### config.mk
export PLATFORM = sky130hd
export DESIGN_NAME = reg_wb_arbiter
export DESIGN_NICKNAME = d
export VERILOG_FILES = /design/src/rtl/reg_wb_arbiter.sv
export SDC_FILE = /design/constraint.sdc
export NUM_CORES = 1
export LEC_CHECK = 0
export ABC_CLOCK_PERIOD_IN_PS = 1300
export BUFFER_PORTS_ARGS = -buffer_cell sky130_fd_sc_hd__buf_2
export CORE_MARGIN = 4
export CORE_UTILIZATION = 38
export DETAILED_ROUTE_END_ITERATION = 7
export GPL_ROUTABILITY_DRIVEN = 0
export PLACE_DENSITY = 0.81
export SLEW_MARGIN = 20
export SYNTH_ARGS = -nofsm -noshare
export SYNTH_HDL_FRONTEND = slang
export SYNTH_SLANG_ARGS = --single-unit
export TNS_END_PERCENT = 5
### constraint.sdc
create_clock -name clk -period 1.3 [get_ports clk]
set_input_delay 0.065 -clock clk [delete_from_list [all_inputs] [get_ports clk]]
set_output_delay 0.065 -clock clk [all_outputs]
set_load 0.01 [all_outputs]
### src/rtl/reg_wb_arbiter.sv
// Two-source writeback arbiter for the register file's single write port.
// Round-robin or fixed-priority grant with a source-1 starvation guard; output is registered.
module reg_wb_arbiter #(
   parameter int unsigned PRIORITY_MODE = 0,
   parameter int unsigned MAX_WAIT      = 4
) (
   input  logic        clk,
   input  logic        rst,
   input  logic        s0_valid,
   input  logic [4:0]  s0_addr,
   input  logic [31:0] s0_data,
   output logic        s0_ready,
   input  logic        s1_valid,
   input  logic [4:0]  s1_addr,
   input  logic [31:0] s1_data,
   output logic        s1_ready,
   output logic [4:0]  rd_addr,
   output logic        rd_write_enable,
   output logic [31:0] rd_write_data,
   output logic [3:0]  s1_wait_cnt
);

   localparam logic [3:0] MAX_WAIT_C = 4'(MAX_WAIT);

   logic        last_grant_q, last_grant_d;
   logic [3:0]  wait_cnt_q, wait_cnt_d;
   logic [4:0]  rd_addr_q, rd_addr_d;
   logic        rd_we_q, rd_we_d;
   logic [31:0] rd_data_q, rd_data_d;
   logic        gnt0, gnt1;

   // Grant selection; reset holds both readies low.
   always_comb begin
      gnt0 = 1'b0;
      gnt1 = 1'b0;
      if (!rst) begin
         if (s0_valid && s1_valid) begin
            if (PRIORITY_MODE == 0) begin
               if (last_grant_q) gnt0 = 1'b1;
               else              gnt1 = 1'b1;
            end else begin
               if (wait_cnt_q == MAX_WAIT_C) gnt1 = 1'b1;
               else                          gnt0 = 1'b1;
            end
         end else begin
            gnt0 = s0_valid;
            gnt1 = s1_valid;
         end
      end
   end

   always_comb begin
      last_grant_d = last_grant_q;
      wait_cnt_d   = 4'd0;
      rd_addr_d    = rd_addr_q;
      rd_data_d    = rd_data_q;
      rd_we_d      = 1'b0;
      if (gnt0) begin
         last_grant_d = 1'b0;
         rd_addr_d    = s0_addr;
         rd_data_d    = s0_data;
         rd_we_d      = (s0_addr != 5'd0);
      end else if (gnt1) begin
         last_grant_d = 1'b1;
         rd_addr_d    = s1_addr;
         rd_data_d    = s1_data;
         rd_we_d      = (s1_addr != 5'd0);
      end
      // Starvation counter only runs in fixed-priority mode.
      if (PRIORITY_MODE != 0 && s1_valid && !gnt1) begin
         if (wait_cnt_q < MAX_WAIT_C) wait_cnt_d = wait_cnt_q + 4'd1;
         else                         wait_cnt_d = wait_cnt_q;
      end
   end

   always_ff @(posedge clk) begin
      if (rst) begin
         last_grant_q <= 1'b1;
         wait_cnt_q   <= 4'd0;
         rd_addr_q    <= 5'd0;
         rd_we_q      <= 1'b0;
         rd_data_q    <= 32'd0;
      end else begin
         last_grant_q <= last_grant_d;
         wait_cnt_q   <= wait_cnt_d;
         rd_addr_q    <= rd_addr_d;
         rd_we_q      <= rd_we_d;
         rd_data_q    <= rd_data_d;
      end
   end

   assign s0_ready        = gnt0;
   assign s1_ready        = gnt1;
   assign rd_addr         = rd_addr_q;
   assign rd_write_enable = rd_we_q;
   assign rd_write_data   = rd_data_q;
   assign s1_wait_cnt     = wait_cnt_q;

endmodule
==> results of run 1 <==
per-layer routing:
| metal | part of all wire, % | vias to the layer above | wire, um |
|---|---|---|---|
| li1 | - | 1031 | - |
| met1 | 41 | 1038 | 2750 |
| met2 | 49 | 106 | 3340 |
| met3 | 8.0 | 18 | 541 |
| met4 | 2.1 | 0 | 143 |
| met5 | 0 | - | 0 |
cell type report:
class	count	area [um2]
Clock buffer	8	100
Fill cell	396	1580
Inverter	38	143
Multi-Input combinational cell	91	1140
Sequential cell	39	782
Tap cell	67	83.8
Timing Repair Buffer	159	987
placed cells by master (no fill, tap or decap), drive strengths merged:
master and n:
nor2 3, o2bb2ai 1, buf 139, or4 1, dfxtp 39, nand3b 1, nand2b 2, nor3 2
inv 38, a221o 37, clkbuf 8, a211o 1, a2111oi 37, conb 4, nand2 1, dlygate4sd3 20
and3b 1
sequential cells by signal (all words and copies together) (netlist names):
register         count
last_grant_q         1
rd_addr              5
rd_write_data       32
rd_write_enable      1
Yosys cell counts (all sizes together):
master,n
a2111oi,37
or4,1
nor3,2
nand2b,2
o2bb2ai,1
buf,18
dfxtp,39
conb,1
and3b,1
inv,38
a211o,1
nand3b,1
nor2,3
a221o,37
nand2,1
clkbuf,9
through the flow:
step                      worst slack [ns]  instances  hold slack (ns)
after floorplan                    -0.0381        195            0.205
after global placement             -0.0565        370            0.291
after detailed placement            -0.126        370            0.294
after CTS                           -0.126        401         0.000355
after global routing                -0.185        402         -0.00381
final                               -0.123        402          0.00917
timing repair:
action / 4_1_cts / 5_1_grt
buffers inserted: 4 / 0
endpoints found under the setup margin: 39 / 39
hold endpoints to repair: 19 / 1
gates resized for setup: 25 / 29
hold buffers: 19 / 1
pin swaps: 1 / 19
power by group through the flow:
stage          logic [W]  registers, W  clock network [W]
6_report        0.000805       0.00136           0.000915
5_1_grt         0.000869       0.00137           0.000986
4_1_cts         0.000722       0.00136           0.000928
3_5_place_dp    0.000634       0.00138                  0
3_3_place_gp    0.000616       0.00138                  0
2_1_floorplan   0.000279       0.00143                  0
worst paths after layout:
check	end	slack (ns)	cells after the start
worst max-delay path	s1_ready	-0.12	5
worst min-delay path	rd_write_data[15]	0.009	2
worst max register to register	rd_write_data[29]	-0.07	4
worst min register to register	last_grant_q	0.48	2
cell families (layout without fill, tap and decap cells):
group | after synthesis | count (layout) | share of synthesized area [%]
flops | 39 | 39 | 40.7
buf+inv | 65 | 205 | 15.3
simple gates | 11 | 11 | 3.78
compound gates | 76 | 76 | 40.1
other cells | 1 | 4 | 0.196
==> impl_metrics.tcl, run 1 <==
set metrics [dict create \
    grt_pass1_wl_um 10100 \
    internal_power_w 0.00219 \
    dieArea_mm2 0.00625 \
    worstPathCellList "nand2b_4, buf_12, a211o_1, inv_1, buf_2" \
    period_share_pct 109 \
    htreeDepth 2 \
    cts.clk_slew.worst_paths_ns 0.08 \
    setup_ws_ns -0.123 \
    final_core_utilization_pct 67.1 \
    cp_top_family "flip-flops" \
    cts_tree "yes" \
    io_buffers 117 \
    cp-startpoint "last_grant_q" \
    cp-start-kind "register" \
    dpl_cell_area_mm2 0.00261 \
    wl_um 6770 \
    avgSynthCellArea_um2 9.99 \
    p_comb_share_pct 26.1 \
    cts_made_buffers 5 \
    start_util_pct 39.8 \
    clock_skew_ns 0.00387 \
    fin_tns_setup_ns -1.10 \
    finalMaxSlewViolations 0 \
    ys_warn_count 0 \
    synth_cells 192 \
    nets 412 \
    place_hpwl_um 4340 \
    fmax_mhz 703 \
    drt-initial-drc-count 144 \
    die_h_um 79.0 \
    p_seq_share_pct 44.2 \
    grt_pass1_vias 2145 \
    critPathRequiredTime_ns 1.24 \
    ant_nets 0 \
    hp-start "s0_data[15]" \
    grt_max_degree 31 \
    drive_above_1_share_pct 51.9 \
    clock_latency_ns 0.29 \
    grtUsageMet3_pct 6.24 \
    finalSetupViolCount 33 \
    clockBufferDepth 2 \
    r2r-start "last_grant_q" \
    ys_ff_latch 39 \
    status "finished, violations left" \
    synth.top_cell.area_share_pct 40.7 \
    yosys-top-cells-area "dfxtp_1 (41%), a221o_1 (19%), a2111oi_0 (13%), inv_1 (7.4%), a2111oi_2 (7.0%)" \
    globalRouteTotalUtil_pct 20.3 \
    cpPeakStageDelay_ns 0.32 \
    cts_sinks 39 \
    grt_overflow 0 \
    leakage_nw 1.50 \
    hold_viol 0 \
    die_w_um 79.0 \
    violations "setup timing" \
    syn_area_mm2 0.00192 \
    relSlewSlack_pct 45.8 \
    use_met2_pct 35.2 \
    cp_num_buf_inv 3 \
    end_kind "primary output" \
    swShare_pct 29.0 \
    dr.pass1.iters 4 \
    syn_to_final_growth_pct 68.6 \
    grt_most_used_layer "met2" \
    ys_types 21 \
    io_pins 122 \
    antenna_found_initial 0 \
    hold_path_class "input pin to register" \
    clkPwrFrac_pct 29.7 \
    met1_usage_pct 23.9 \
    p_sw_w 0.000895 \
    vias_per_cell 5.46 \
    p_per_area_mw_per_mm2 954 \
    path_max_fanout 13 \
    diodes 0 \
    path_class "register to primary output" \
    maxCapViolCount 0 \
    yosys.area.top_type "dfxtp_1" \
    coreArea_mm2 0.00482 \
    fin_area_mm2 0.00323 \
    cp.arrival_ns 1.36 \
    post-route-min-period_ns 1.42 \
    drc 0 \
    slowest_stage "dfxtp_2" \
    worst_pin_slew_ns 0.810 \
    finalPower_w 0.00308 \
    wl_per_cell_um 16.8 \
    seq_area_frac_synth_pct 40.7 \
    vdd_drop_max_mv 0.582 \
    rows 25 \
    rsz0062_at_grt "true" \
    cts_root_buf "clkbuf_8" \
    dr_total_vias 2193 \
]
Note: power is estimated with default switching activity, not from simulation.
==> inputs of run 2 (changes only) <==
- PLACE_DENSITY: 0.81 -> 0.8
- SLEW_MARGIN: 20 -> 0
==> impl_metrics.tcl, run 2 (synthesized netlist as in run 1, its figures left out) <==
set metrics [dict create \
    status "finished, violations left" \
    violations "setup timing" \
    cts_sinks 39 \
    finalMaxSlewViolations 0 \
    hold_path_class "input pin to register" \
    cp.arrival_ns 1.61 \
    wl_um 6360 \
    period_share_pct 106 \
    die_w_um 79.0 \
    internal_power_w 0.00230 \
    io_pins 122 \
    globalRouteTotalUtil_pct 18.7 \
    clock_skew_ns 0.00293 \
    syn_to_final_growth_pct 63.8 \
    die_h_um 79.0 \
    layout_commonest_cell "buf_2" \
    drc 0 \
    vdd_drop_max_mv 0.540 \
    clockBufferDepth 2 \
    drive_above_1_share_pct 53.7 \
    grt_overflow 0 \
    setup_ws_ns -0.0809 \
    cts_root_buf "clkbuf_8" \
    p_comb_share_pct 24.3 \
    wl_per_cell_um 16.1 \
    ant_nets 0 \
    hold_viol 0 \
    swShare_pct 27.4 \
    dr.pass1.iters 4 \
    grt_pass1_wl_um 9450 \
    grt_max_degree 38 \
    diodes 0 \
    finalSetupViolCount 39 \
    cp-start-kind "register" \
    path_class "register to register" \
    end_kind "register" \
    antenna_found_initial 0 \
    p_per_area_mw_per_mm2 1010 \
    largest_reg_flops 32 \
    fin_area_mm2 0.00314 \
    place_hpwl_um 4220 \
    clkPwrFrac_pct 32.7 \
    nets 405 \
    fin_tns_setup_ns -1.33 \
    maxCapViolCount 0 \
    dieArea_mm2 0.00625 \
    htreeDepth 2 \
    clock_latency_ns 0.28 \
    rsz0062_at_grt "true" \
    drt-initial-drc-count 94 \
    cts.clk_slew.worst_paths_ns 0.08 \
    io_buffers 117 \
    p_sw_w 0.000867 \
    post-route-min-period_ns 1.38 \
    dpl_cell_area_mm2 0.00257 \
    coreArea_mm2 0.00482 \
    rows 25 \
    cts_tree "yes" \
    p_seq_share_pct 43.0 \
    final_cell_mix "buf_2 (117), inv_1 (38), dfxtp_1 (38)" \
    worstHoldPathCells 2 \
    path_max_fanout 9 \
    grt_pass1_vias 2069 \
    ff2ff_path_depth 5 \
    fmax_mhz 724 \
    leakage_nw 1.48 \
    vias_per_cell 5.33 \
    critPathRequiredTime_ns 1.53 \
    start_util_pct 39.8 \
    dr_total_vias 2104 \
    cts_made_buffers 5 \
]
[run 2: timing repair]
| action | in CTS | in global routing |
|---|---|---|
| setup endpoints to repair | 39 | 39 |
| setup buffers | 1 | 0 |
| gates resized for setup | 37 | 26 |
| pin swaps | 1 | 0 |
| hold buffers | 19 | 1 |
| hold endpoints to repair | 19 | 1 |
[run 2: cell type report]
type,count,area [um2]
tap,67,83.8
clock inverter,2,35.0
fill,402,1680
inverter,38,143
timing repair buffer,152,930
multi-input combinational,91,1090
clock buffer,6,82.6
sequential,39,782
[run 2: path summary, 6_finish.rpt]
kind,startpoint,to,slack [ns]
max,last_grant_q,rd_addr[2],-0.08
min,s0_data[20],rd_write_data[20],0.01
max reg2reg,last_grant_q,rd_addr[2],-0.08
min reg2reg,last_grant_q,last_grant_q,0.48
[run 2: routing by layer]
layer / vias up / share of wire, % / global-route usage [%]
li1: 1017 / - / -
met1: 992 / 43 / 22.3
met2: 89 / 49 / 32.2
met4: 0 / 0.74 / 6.70
met5: - / 0 / 0
met3: 6 / 6.9 / 4.88
[run 2: critical path, stage by stage, from the launching register on]
cell and delay (ns):
dfxtp_2 0.32, nand2b_4 0.15, buf_8 0.12, buf_4 0.20
a2111oi_2 0.38, a221o_1 0.15
[run 2: metrics by stage]
stage	instances	hold WS [ns]	utilization, %	setup slack, ns	total power, W
floorplan	195	0.205	-	-0.0381	0.00171
global placement	366	0.288	53.3	-0.0721	0.00199
detailed placement	366	0.294	53.3	-0.146	0.00200
CTS	394	0.00119	61.7	-0.0840	0.00314
global route	395	0.00249	65.2	-0.138	0.00331
finish	395	0.0101	65.2	-0.0809	0.00317
[run 2: power by group through the flow]
stage	clock network [W]	logic [W]	registers (W)
2_1_floorplan	0	0.000279	0.00143
6_report	0.00104	0.000769	0.00136
3_5_place_dp	0	0.000620	0.00138
4_1_cts	0.00107	0.000706	0.00136
3_3_place_gp	0	0.000603	0.00138
5_1_grt	0.00110	0.000829	0.00137
==> inputs of run 3 (changes only) <==
--- a/constraint.sdc
+++ b/constraint.sdc
@@ -3,2 +3,2 @@
 set_output_delay 0.065 -clock clk [all_outputs]
-set_load 0.01 [all_outputs]
+set_load 0.05 [all_outputs]
==> impl_metrics.tcl, run 3 (synthesized netlist as in run 1, its figures left out) <==
set metrics [dict create \
    htreeDepth 2 \
    wl_um 6400 \
    antenna_found_initial 0 \
    syn_to_final_growth_pct 57.7 \
    worst_pin_slew_ns 0.568 \
    hold_path_class "input pin to register" \
    end_kind "primary output" \
    vias_per_cell 5.63 \
    cts_tree "yes" \
    wl_per_cell_um 16.8 \
    grt_max_degree 33 \
    ant_nets 0 \
    fill_cells 406 \
    rsz0062_at_grt "true" \
    p_per_area_mw_per_mm2 1070 \
    die_h_um 79.0 \
    coreArea_mm2 0.00482 \
    final_cell_mix "buf_2 (115), dfxtp_1 (39), inv_1 (37), a221o_1 (37), a2111oi_2 (31)" \
    dieArea_mm2 0.00625 \
    rows 25 \
    io_pins 122 \
    cts_made_buffers 5 \
    period_share_pct 112 \
    clockBufferDepth 2 \
    hold_viol 0 \
    status "finished, violations left" \
    clock_skew_ns 0.00798 \
    leakage_nw 1.41 \
    dr.pass1.iters 4 \
    drc 0 \
    drive_above_1_share_pct 57.2 \
    grt_pass1_wl_um 9700 \
    cts.clk_slew.worst_paths_ns 0.08 \
    place_hpwl_um 4240 \
    die_w_um 79.0 \
    fmax_mhz 685 \
    violations "setup timing" \
    r2r_setup_slack_ns -0.10 \
    drt-initial-drc-count 76 \
    cp.arrival_ns 1.40 \
    path_max_fanout 3 \
    cts_sinks 39 \
    maxCapViolCount 0 \
    critPathRequiredTime_ns 1.24 \
    diodes 0 \
    start_util_pct 39.8 \
    layout_commonest_cell "buf_2" \
    dr_total_vias 2140 \
    finalPower_w 0.00323 \
    cp-start-kind "register" \
    globalRouteTotalUtil_pct 19.5 \
    grt_overflow 0 \
    nets 392 \
    setup_ws_ns -0.160 \
    cts_root_buf "clkbuf_8" \
    io_buffers 117 \
    clock_latency_ns 0.28 \
    relSlewSlack_pct 62.1 \
    finalSetupViolCount 39 \
    finalMaxSlewViolations 0 \
    fin_tns_setup_ns -1.68 \
    vdd_drop_max_mv 0.568 \
    grt_pass1_vias 2011 \
    post-route-min-period_ns 1.46 \
    largest_reg_flops 32 \
    path_class "register to primary output" \
]
==> run 3: cell type report <==
| cell class | count | area [um2] | share of cell area (%) |
|---|---|---|---|
| timing repair buffer | 139 | 841 | 27.8 |
| sequential | 39 | 781 | 25.8 |
| tap | 67 | 83.8 | 2.77 |
| multi-input combinational | 91 | 1100 | 36.4 |
| clock buffer | 6 | 72.6 | 2.40 |
| inverter | 38 | 146 | 4.84 |
==> run 3: metrics by stage <==
stage          instances  worst slack (ns)  util, %  hold WS, ns  area (um2)
2_1_floorplan        195           -0.0175        -        0.205        1950
3_3_place_gp         366           -0.0190     54.4        0.291        2620
3_5_place_dp         366           -0.0642     54.4        0.294        2620
4_1_cts              380            -0.208     59.3     0.000632        2860
5_1_grt              380            -0.205     62.8      0.00152        3020
6_report             380            -0.160     62.8       0.0117        3020
==> run 3: worst max-delay path, stage by stage, from the launching register on <==
cell and delay [ns]:
dfxtp_1 0.31, nand2b_4 0.15, buf_12 0.12, a211o_1 0.29
clkinvlp_4 0.09, buf_8 0.14
==> run 3: final timing paths <==
path,start,end,cells past startpoint
max,last_grant_q,s1_ready,5
min,s0_data[14],rd_write_data[14],2
max reg2reg,last_grant_q,rd_write_data[1],5
min reg2reg,last_grant_q,last_grant_q,2
==> run 3: power breakdown <==
group / switching [W] / internal [W] / leakage [nW] / total [W]
clock: 0.000392 / 0.000358 / 0.0371 / 0.000750
sequential: 0.0000585 / 0.00130 / 0.324 / 0.00136
combinational: 0.000745 / 0.000373 / 1.05 / 0.00112
==> run 3: repair_timing <==
action	in CTS	in global routing
endpoints found under the setup margin	38	39
resized for setup	38	29
pin swaps	2	1
hold buffers	6	0
buffers inserted	2	0
hold endpoints to repair	6	0
==> run 3: per-layer routing <==
| metal | track usage (%) | part of all wire, % |
|---|---|---|
| met5 | 0 | 0 |
| met4 | 5.50 | 1.2 |
| met3 | 4.54 | 8.3 |
| met2 | 32.7 | 50 |
| met1 | 24.9 | 40 |
